--- config.mk ---
export PLATFORM = sky130hd
export DESIGN_NAME = muladd_seq
export DESIGN_NICKNAME = d
export VERILOG_FILES = /design/src/rtl/muladd_defs_pkg.sv /design/src/rtl/muladd_step.sv /design/src/rtl/muladd_seq.sv
export SDC_FILE = /design/constraint.sdc
export NUM_CORES = 2
export LEC_CHECK = 0
export CORE_MARGIN = 10
export CORE_UTILIZATION = 60
export CTS_CLUSTER_DIAMETER = 50
export DETAILED_ROUTE_END_ITERATION = 10
export GPL_TIMING_DRIVEN = 0
export PLACE_DENSITY_LB_ADDON = 0.3
export SYNTH_ARGS = -nofsm -noshare
export SYNTH_HDL_FRONTEND = slang
export SYNTH_SLANG_ARGS = --single-unit
--- constraint.sdc ---
create_clock -name clk -period 13.1 [get_ports clk]
set_clock_uncertainty 0.15 [all_clocks]
set_input_delay 2.62 -clock clk [delete_from_list [all_inputs] [get_ports clk]]
set_output_delay 2.62 -clock clk [all_outputs]
set_load 0.05 [all_outputs]
--- src/rtl/muladd_defs_pkg.sv ---
// Shared encodings and small helpers for the MADD-class multi-cycle sequencer.
// Op, state and width constants are used by both the top and the step adder.
package muladd_defs;

  localparam int HILO_W = 64;
  localparam int DATA_W = 32;
  localparam int CNT_W  = 5;

  typedef enum logic [1:0] {
    OP_MADD  = 2'b00,
    OP_MADDU = 2'b01,
    OP_MSUB  = 2'b10,
    OP_MSUBU = 2'b11
  } op_e;

  typedef enum logic [2:0] {
    ST_IDLE = 3'd0,
    ST_PREP = 3'd1,
    ST_MUL  = 3'd2,
    ST_ACC  = 3'd3,
    ST_DONE = 3'd4
  } state_e;

  function automatic logic op_is_signed(input op_e op);
    return (op == OP_MADD) || (op == OP_MSUB);
  endfunction

  function automatic logic op_is_sub(input op_e op);
    return (op == OP_MSUB) || (op == OP_MSUBU);
  endfunction

  // Two's-complement magnitude; 0x80000000 maps to itself, which is correct as unsigned.
  function automatic logic [DATA_W-1:0] abs32(input logic [DATA_W-1:0] v);
    return v[DATA_W-1] ? (~v + {{(DATA_W-1){1'b0}}, 1'b1}) : v;
  endfunction

endpackage

--- src/rtl/muladd_step.sv ---
// One radix-2^BITS_PER_CYCLE iteration: acc + ((mcand * digit) << shift).
// The caller guarantees the running sum never exceeds 64 bits.
module muladd_step
  import muladd_defs::*;
#(
  parameter int BITS_PER_CYCLE = 4
) (
  input  logic [HILO_W-1:0]         acc_i,
  input  logic [DATA_W-1:0]         mcand_i,
  input  logic [BITS_PER_CYCLE-1:0] digit_i,
  input  logic [5:0]                shift_i,
  output logic [HILO_W-1:0]         sum_o
);

  localparam int PP_W = DATA_W + BITS_PER_CYCLE;

  logic [PP_W-1:0]   pp;
  logic [HILO_W-1:0] pp_ext;

  always_comb begin
    pp     = {{BITS_PER_CYCLE{1'b0}}, mcand_i} * {{DATA_W{1'b0}}, digit_i};
    pp_ext = {{(HILO_W-PP_W){1'b0}}, pp};
    sum_o  = acc_i + (pp_ext << shift_i);
  end

endmodule

--- src/rtl/muladd_seq.sv ---
// EX-stage sequencer for MADD/MADDU/MSUB/MSUBU: iterative 32x32 multiply,
// then accumulate into / subtract from {hi,lo}, holding the pipeline meanwhile.
module muladd_seq
  import muladd_defs::*;
#(
  parameter int BITS_PER_CYCLE = 4
) (
  input  logic              clk,
  input  logic              reset,
  input  logic              start,
  input  logic [1:0]        op,
  input  logic [DATA_W-1:0] opa,
  input  logic [DATA_W-1:0] opb,
  input  logic [DATA_W-1:0] hi_in,
  input  logic [DATA_W-1:0] lo_in,
  input  logic              stall_in,
  input  logic              flush,
  output logic              stallreq,
  output logic              hilo_we,
  output logic [DATA_W-1:0] hi_out,
  output logic [DATA_W-1:0] lo_out,
  output logic [CNT_W-1:0]  cnt,
  output logic [HILO_W-1:0] hilo_tempt,
  output logic              busy,
  output state_e            dbg_state
);

  localparam int              ITER       = DATA_W / BITS_PER_CYCLE;
  localparam logic [CNT_W-1:0] LAST_CNT  = CNT_W'(ITER - 1);
  localparam logic [5:0]       SHIFT_STEP = 6'(BITS_PER_CYCLE);

  // Handshake: stallreq is asserted from the accept cycle through ACC and is
  // dropped in DONE; hilo_we is a registered valid, high exactly while in DONE,
  // carrying identical hi_out/lo_out for every cycle that stall_in holds DONE.

  state_e                state_q, state_d;
  op_e                   op_q, op_d;
  logic [DATA_W-1:0]     mcand_q, mcand_d;
  logic [DATA_W-1:0]     mplier_q, mplier_d;
  logic [HILO_W-1:0]     acc_q, acc_d;
  logic                  neg_q, neg_d;
  logic [CNT_W-1:0]      cnt_q, cnt_d;
  logic [HILO_W-1:0]     tempt_q, tempt_d;
  logic [DATA_W-1:0]     hi_q, hi_d;
  logic [DATA_W-1:0]     lo_q, lo_d;
  logic                  we_q, we_d;

  logic [5:0]            shift;
  logic [HILO_W-1:0]     step_sum;
  logic [HILO_W-1:0]     prod;
  logic [HILO_W-1:0]     result;

  assign shift = {1'b0, cnt_q} * SHIFT_STEP;

  muladd_step #(
    .BITS_PER_CYCLE(BITS_PER_CYCLE)
  ) u_step (
    .acc_i   (tempt_q),
    .mcand_i (mcand_q),
    .digit_i (mplier_q[BITS_PER_CYCLE-1:0]),
    .shift_i (shift),
    .sum_o   (step_sum)
  );

  always_comb begin
    prod   = neg_q ? -tempt_q : tempt_q;
    result = op_is_sub(op_q) ? (acc_q - prod) : (acc_q + prod);
  end

  always_comb begin
    state_d  = state_q;
    op_d     = op_q;
    mcand_d  = mcand_q;
    mplier_d = mplier_q;
    acc_d    = acc_q;
    neg_d    = neg_q;
    cnt_d    = cnt_q;
    tempt_d  = tempt_q;
    hi_d     = hi_q;
    lo_d     = lo_q;
    stallreq = 1'b0;

    unique case (state_q)
      ST_IDLE: begin
        if (start && !flush) begin
          stallreq = 1'b1;
          op_d     = op_e'(op);
          mcand_d  = opa;
          mplier_d = opb;
          acc_d    = {hi_in, lo_in};
          state_d  = ST_PREP;
        end
      end
      ST_PREP: begin
        stallreq = 1'b1;
        if (op_is_signed(op_q)) begin
          mcand_d  = abs32(mcand_q);
          mplier_d = abs32(mplier_q);
          neg_d    = mcand_q[DATA_W-1] ^ mplier_q[DATA_W-1];
        end else begin
          neg_d = 1'b0;
        end
        tempt_d = '0;
        cnt_d   = '0;
        state_d = ST_MUL;
      end
      ST_MUL: begin
        stallreq = 1'b1;
        tempt_d  = step_sum;
        mplier_d = mplier_q >> BITS_PER_CYCLE;
        cnt_d    = cnt_q + 1'b1;
        if (cnt_q == LAST_CNT) state_d = ST_ACC;
      end
      ST_ACC: begin
        stallreq = 1'b1;
        tempt_d  = prod;
        hi_d     = result[HILO_W-1:DATA_W];
        lo_d     = result[DATA_W-1:0];
        state_d  = ST_DONE;
      end
      ST_DONE: begin
        // start stays high while EX is held; only stall_in decides when to leave.
        if (!stall_in) state_d = ST_IDLE;
      end
      default: state_d = ST_IDLE;
    endcase

    if (flush && (state_q != ST_IDLE)) begin
      state_d  = ST_IDLE;
      cnt_d    = '0;
      stallreq = 1'b0;
    end

    we_d = (state_d == ST_DONE);
  end

  always_ff @(posedge clk or posedge reset) begin
    if (reset) begin
      state_q  <= ST_IDLE;
      op_q     <= OP_MADD;
      mcand_q  <= '0;
      mplier_q <= '0;
      acc_q    <= '0;
      neg_q    <= 1'b0;
      cnt_q    <= '0;
      tempt_q  <= '0;
      hi_q     <= '0;
      lo_q     <= '0;
      we_q     <= 1'b0;
    end else begin
      state_q  <= state_d;
      op_q     <= op_d;
      mcand_q  <= mcand_d;
      mplier_q <= mplier_d;
      acc_q    <= acc_d;
      neg_q    <= neg_d;
      cnt_q    <= cnt_d;
      tempt_q  <= tempt_d;
      hi_q     <= hi_d;
      lo_q     <= lo_d;
      we_q     <= we_d;
    end
  end

  assign hilo_we    = we_q;
  assign hi_out     = hi_q;
  assign lo_out     = lo_q;
  assign cnt        = cnt_q;
  assign hilo_tempt = tempt_q;
  assign busy       = (state_q != ST_IDLE);
  assign dbg_state  = state_q;

endmodule
==> impl_metrics.toml <==
[grt]
grt_start_max_net_pins = 106
grt_first_pass_wirelength_um = 160000
track_usage = 0.355
first_global_vias = 28400
antenna_found_initial = 0
grt_overflow_total = 0

[worst_setup_path]
path_class = "reg2reg"
worstSetupStartpointType = "flip-flop"
max_stage_delay_ps = 670
cpMaxStageDelayCell = "o311ai_0"
end_kind = "flip-flop"
crit_family = "compound AO/OA/AOI/OAI gates"
required_ps = 13350
critPathMaxFanout = 10
arrival_ps = 10320
cp_num_buf_inv = 3

[floorplan]
floorplan.rows = 79
coreArea_um2 = 46600
die_x_um = 237
fp.dieH_um = 237
dieArea_um2 = 56100
ios = 274
start_util = 0.607

[placed_design]
gp_congestion = 1.04
hpwl_um = 82300
numPortBuffers = 273
place_ws_ps = 3170

[logic_synthesis]
netlist_area_um2 = 28200
syn_area_per_cell_um2 = 7.62
yosysSeqAreaShare = 0.237
synth_fp_nets = 4079
yosys_warnings = 0
synth_top_flop_cell = "dfrtp_1"
asyncSetResetFlopFracSynth = 1.00
synth.distinct_cells = 96
ys_ff_latch = 268
synth_edf_count = 0
synthCells = 3707

[min_path]
hp-class = "reg2reg"

[drt]
wl_met3_um = 8600
routedLengthMet1_um = 40100
dr_wl_met2_um = 47600
drc_errors = 0
wirelength_um = 104000
drt.antenna.violating_nets = 0
wl_per_cell_um = 22.3
drt_iter0_drc = 3205
viasPerCell = 6.41
top_layer = "met4"
firstDrtPassIters = 8
num_vias = 29900

[timing]
slew_viol_final = 0
slew_headroom = 0.0365
hold_violations = 0
setup_viol_count_final = 0
finalCritPeriodShare = 0.769
max_slew.worst_pin.slew_ps = 1450
fmax_ghz = 0.0993
rsz0062_at_grt = "false"
setup_slack_ps = 3030
period_needed_ps = 10070
hold_ws_ps = 330

[layout]
syn2layout_area_growth_pct = 17.2
drive_above_1_share = 0.0378
fillers = 3876
fin_nets = 4394
num_antenna_cells = 0

[cts]
hold_buffers = 0
ctsResizeCount = 0
insertion_delay_ps = 590
clkTransAtPathRegs_ps = 60
root_buffer = "clkbuf_16"
cts.sinks = 268
post_cts_buffers = 0
htree_levels = 2
cts_buffer_depth = 3
tritoncts = "yes"
cts_buffers = 38

[flow_run]
max_cap_violations = 0

[status]
outcome = "completed"
placed cells by master, fill, tap and decap left out, drive strengths merged, types with 24 or more instances in the layout:
master | Yosys | layout
fa | 62 | 62
nand2b | 27 | 27
nor3b | 24 | 24
ha | 175 | 175
a221oi | 24 | 24
xor2 | 155 | 155
nand4 | 31 | 31
o21bai | 24 | 24
xnor2 | 120 | 120
a31oi | 45 | 45
o31ai | 33 | 33
a21o | 99 | 99
clkbuf | 181 | 228
or3 | 49 | 49
o21ai | 332 | 332
buf | 34 | 36
nor4 | 25 | 25
nor3 | 88 | 88
dfrtp | 268 | 268
a211oi | 24 | 24
clkdlybuf4s50 | 0 | 273
a21oi | 262 | 262
nand3 | 61 | 61
o22ai | 35 | 35
mux2i | 36 | 36
and2 | 119 | 119
nor2 | 251 | 251
nand2 | 571 | 571
inv | 187 | 196
and3 | 25 | 25
worst register-to-register path: cells and delay by family, from the launching register on:
kind / cells / cell delay [ps]
compound gates: 15 / 4860
buf+inv: 3 / 890
simple gates: 6 / 1140
flops: 1 / 560
fa+ha+maj: 4 / 1720
xor+xnor: 2 / 590
sequential cells by signal, summed over array words and instances (netlist names):
signal	cells
cnt	5
hilo_we	1
lo_out	32
acc_q	64
op_q	2
hi_out	32
dbg_state	3
neg_q	1
mcand_q	32
mplier_q	32
hilo_tempt	64
stage by stage:
step | instance area (um^2) | instances | utilization | setup TNS, ps
floorplan | 28200 | 3707 | - | 0
global placement | 31700 | 4587 | 0.682 | -108340
detailed placement | 31800 | 4589 | 0.683 | 0
CTS | 33100 | 4659 | 0.711 | 0
global route | 33100 | 4659 | 0.711 | 0
finish | 33100 | 4659 | 0.711 | 0
layer usage:
layer / vias up / GRT usage
met2: 1635 / 0.582
met1: 14000 / 0.426
met5: - / 0
met3: 363 / 0.0604
li1: 13900 / -
met4: 0 / 0.226
synth_stat cells (12+ instances only):
cell	count	area (um^2)
a211oi_1	24	180
a21o_1	99	743
a21oi_1	262	1310
a221o_1	21	210
a221oi_1	24	210
a22o_1	23	201
a22oi_1	23	173
a31oi_1	45	282
a41oi_1	13	114
and2_1	115	719
and3_1	25	156
buf_1	22	82.6
clkbuf_1	180	676
dfrtp_1	268	6710
fa_1	62	1240
ha_1	175	2190
inv_1	185	694
mux2_2	12	135
mux2i_1	36	360
nand2_1	571	2140
nand2b_1	27	169
nand3_1	60	300
nand4_1	30	188
nor2_1	250	938
nor2b_1	21	131
nor3_1	86	430
nor3b_1	24	180
nor4_1	23	144
o211ai_1	12	90.1
o21a_1	20	150
o21ai_0	326	1630
o21bai_1	24	180
o221ai_1	23	201
o22ai_1	35	219
o31ai_1	32	240
o41ai_1	16	140
or2_2	16	100
or3_1	40	250
or4_1	14	105
xnor2_1	119	1040
xor2_1	155	1360
cells by family after synthesis:
family / Yosys count / synth area share
fa+ha+maj: 237 / 0.121
flops: 268 / 0.237
mux: 51 / 0.0199
buf+inv: 405 / 0.0545
simple gates: 1351 / 0.227
compound gates: 1120 / 0.254
xor+xnor: 275 / 0.0856
path summary, 6_finish.rpt:
check	to	from	slack [ps]	depth (start not counted)
worst max-delay path	hilo_tempt[61]	mplier_q[3]	3030	30
worst max register to register	hilo_tempt[61]	mplier_q[3]	3030	30
worst min register to register	lo_out[23]	lo_out[23]	330	2
min in group asynchronous	hilo_tempt[1]	reset	2380	2
max in group asynchronous	hi_out[31]	reset	9070	4
worst min-delay path	lo_out[23]	lo_out[23]	330	2
area by class of cell:
type | instances | area, um^2 | share of cell area
Buffer | 215 | 826 | 0.0250
Clock buffer | 47 | 1030 | 0.0310
Clock inverter | 23 | 264 | 0.00798
Inverter | 190 | 721 | 0.0218
Multi-Input combinational cell | 3034 | 20000 | 0.604
Sequential cell | 268 | 6710 | 0.203
Tap cell | 607 | 759 | 0.0230
Timing Repair Buffer | 275 | 2790 | 0.0843
Power is left out: the tool's default activity adds up to more than one toggle a clock period on the data nets, which glitch-free logic cannot reach.
==> RTL change (same flow settings) <==
Take the reset off `hi_q` and `lo_q` and load them in a clocked block of their own.
--- a/src/rtl/muladd_seq.sv
+++ b/src/rtl/muladd_seq.sv
@@ -144,8 +144,6 @@
       neg_q    <= 1'b0;
       cnt_q    <= '0;
       tempt_q  <= '0;
-      hi_q     <= '0;
-      lo_q     <= '0;
       we_q     <= 1'b0;
     end else begin
       state_q  <= state_d;
@@ -156,10 +154,13 @@
       neg_q    <= neg_d;
       cnt_q    <= cnt_d;
       tempt_q  <= tempt_d;
-      hi_q     <= hi_d;
-      lo_q     <= lo_d;
       we_q     <= we_d;
     end
+  end
+
+  always_ff @(posedge clk) begin
+    hi_q <= hi_d;
+    lo_q <= lo_d;
   end
 
   assign hilo_we    = we_q;
Function: not settled (the Yosys comparison gave no result); the edit may change what the design does.
==> RTL change against the original RTL <==
Cell area increased by 1.1%; routed wire length grew 1.1%; hold slack better by 5.2 ps; synthesized area increased by 0.65%; sequential cell count did not move; maximum frequency is 2.9% lower; critical endpoint unchanged; core utilization grew 0.63 points; sequential share of layout area is 0.74 points higher; largest cell class unchanged; worst setup slack worse by 300 ps; first-iteration DRC count is 9.1% higher.
==> RTL change: results (changes against the original RTL) <==
[grt]
grt_pass1_wl_mm=161  ; was 160 mm
grt_pass1_vias=28838  ; was 28403
grt_max_degree=128  ; was 106
grt.total_usage_pct=35.5  ; about the same

[min_path]
hp-class=flip-flop to flip-flop  ; unchanged

[pwr]
p_leak_nw=14.6

[setup_path]
slowest_stage=o21ai_0  ; was o311ai_0
cpPeakStageDelay_ps=730  ; was 670 ps
crit_arrival_ps=10640  ; was 10320 ps
r2r_setup_slack_ps=2730  ; was 3030 ps
crit_end=hilo_tempt[61]  ; unchanged
cp_max_fo=10  ; unchanged
r2r_start=mplier_q[2]  ; was mplier_q[3]

[place]
gp_congestion=1.06  ; was 1.04
place.detailed.hpwl_mm=81.7  ; was 82.3 mm
port_buffers=273  ; unchanged

[yosys]
synth_async_sr_flop_share_pct=76.1  ; was 100%
seq_area_frac_synth_pct=24.7  ; was 23.7%
synthTopCellsByArea=dfrtp_1 (18%), ha_1 (7.7%), edfxtp_1 (6.8%)  ; was dfrtp_1 (24%), ha_1 (7.8%), nand2_1 (7.6%)
synth_cell_types=95  ; was 96
synth_edf_count=64  ; was 0
synthTopCellsByCount=nand2_1 (496), o21ai_0 (266), a21oi_1 (265), nor2_1 (238), dfrtp_1 (204)  ; was nand2_1 (571), o21ai_0 (326), dfrtp_1 (268), a21oi_1 (262), nor2_1 (250)
syn_nets=4005  ; was 4079

[clock_network]
post_cts_buffers=0  ; unchanged
cts_buffers=40  ; was 38
clkTransAtPathRegs_ps=60  ; about the same

[layout]
fill_cells=3797  ; was 3876
final_nets=4323  ; was 4394
drive_above_1_share_pct=3.34  ; was 3.78%

[timing]
worst_pin_slew_ps=1380  ; was 1450 ps

[detailed_routing]
dr.pass1.iters=6  ; was 8
num_vias=29960  ; was 29877
post_drt_wl_per_cell_um=22.9  ; was 22.3 µm
drt-initial-drc-count=3498  ; was 3205

[status]
outcome=completed  ; unchanged

==> RTL change: cell types whose count changed after synthesis, sizes merged, moves of 14 or more <==
cell | unedited run | this run
clkbuf | 181 | 195
o22ai | 35 | 16
edfxtp | 0 | 64
a21o | 99 | 119
dfrtp | 268 | 204
o21ai | 332 | 268
nand2 | 571 | 496
==> RTL change: cell families after synthesis <==
group | after synthesis | share of synthesized area, %
compound gates | 1076 | 24.6
xor+xnor | 279 | 8.62
fa+ha+maj | 237 | 12.1
buf+inv | 410 | 5.49
flops | 268 | 24.7
mux | 44 | 1.87
simple gates | 1319 | 22.6
==> RTL change: cell type report <==
type / count / area (µm²) / share of cell area (%)
Multi-Input combinational cell: 2955 / 19800 / 59.3
Tap cell: 607 / 759 / 2.27
Buffer: 224 / 867 / 2.59
Timing Repair Buffer: 276 / 2800 / 8.36
Inverter: 186 / 706 / 2.11
Sequential cell: 268 / 7030 / 21.0
Clock buffer: 45 / 1080 / 3.24
Clock inverter: 26 / 374 / 1.12
==> RTL change: power breakdown <==
part / total, mW / switching (mW) / leakage (nW) / internal, mW
combinational: 8.02 / 5.13 / 10.7 / 2.89
clock: 1.19 / 0.465 / 0.702 / 0.729
sequential: 1.51 / 0.299 / 3.19 / 1.21
total: 10.7 / 5.89 / 14.6 / 4.83
==> RTL change: how the worst min path moves through the flow <==
stage	startpoint	end	slack [ps]	cells past startpoint
floorplan	acc_q[10]	acc_q[10]	300	2
global placement	acc_q[46]	acc_q[46]	320	2
detailed placement	acc_q[52]	acc_q[52]	320	2
CTS	acc_q[47]	acc_q[47]	340	2
global route	acc_q[4]	acc_q[4]	360	2
finish	acc_q[46]	acc_q[46]	340	2
==> RTL change: through the flow <==
step / cells / utilization (%) / hold WS, ps / worst slack (ps) / cell area [µm²]
6_report: 4587 / 71.7 / 335 / 2730 / 33400
5_1_grt: 4587 / 71.7 / 359 / 2470 / 33400
4_1_cts: 4587 / 71.7 / 338 / 3080 / 33400
3_5_place_dp: 4516 / 68.6 / 325 / 3120 / 32000
3_3_place_gp: 4513 / 68.4 / 319 / 1830 / 31900
2_1_floorplan: 3633 / - / 302 / 4760 / 28400
==> RTL change: layer usage <==
layer / vias to the layer above / share of wire, % / GRT usage, %
li1: 13769 / - / -
met5: - / 0 / 0
met2: 1746 / 46 / 59.0
met1: 14066 / 38 / 41.6
met4: 0 / 7.4 / 24.2
met3: 379 / 8.8 / 6.17
==> RTL change: worst max-delay path: cells and delay by family, from the launching register on <==
family                   cells  cell delay, ps
flip-flops                   1             360
AO/OA/AOI/OAI               17            5280
XOR/XNOR                     1             290
adder cells (fa/ha/maj)      4            1660
buffers and inverters        3             930
multiplexers                 1             350
AND/OR/NAND/NOR              4            1150
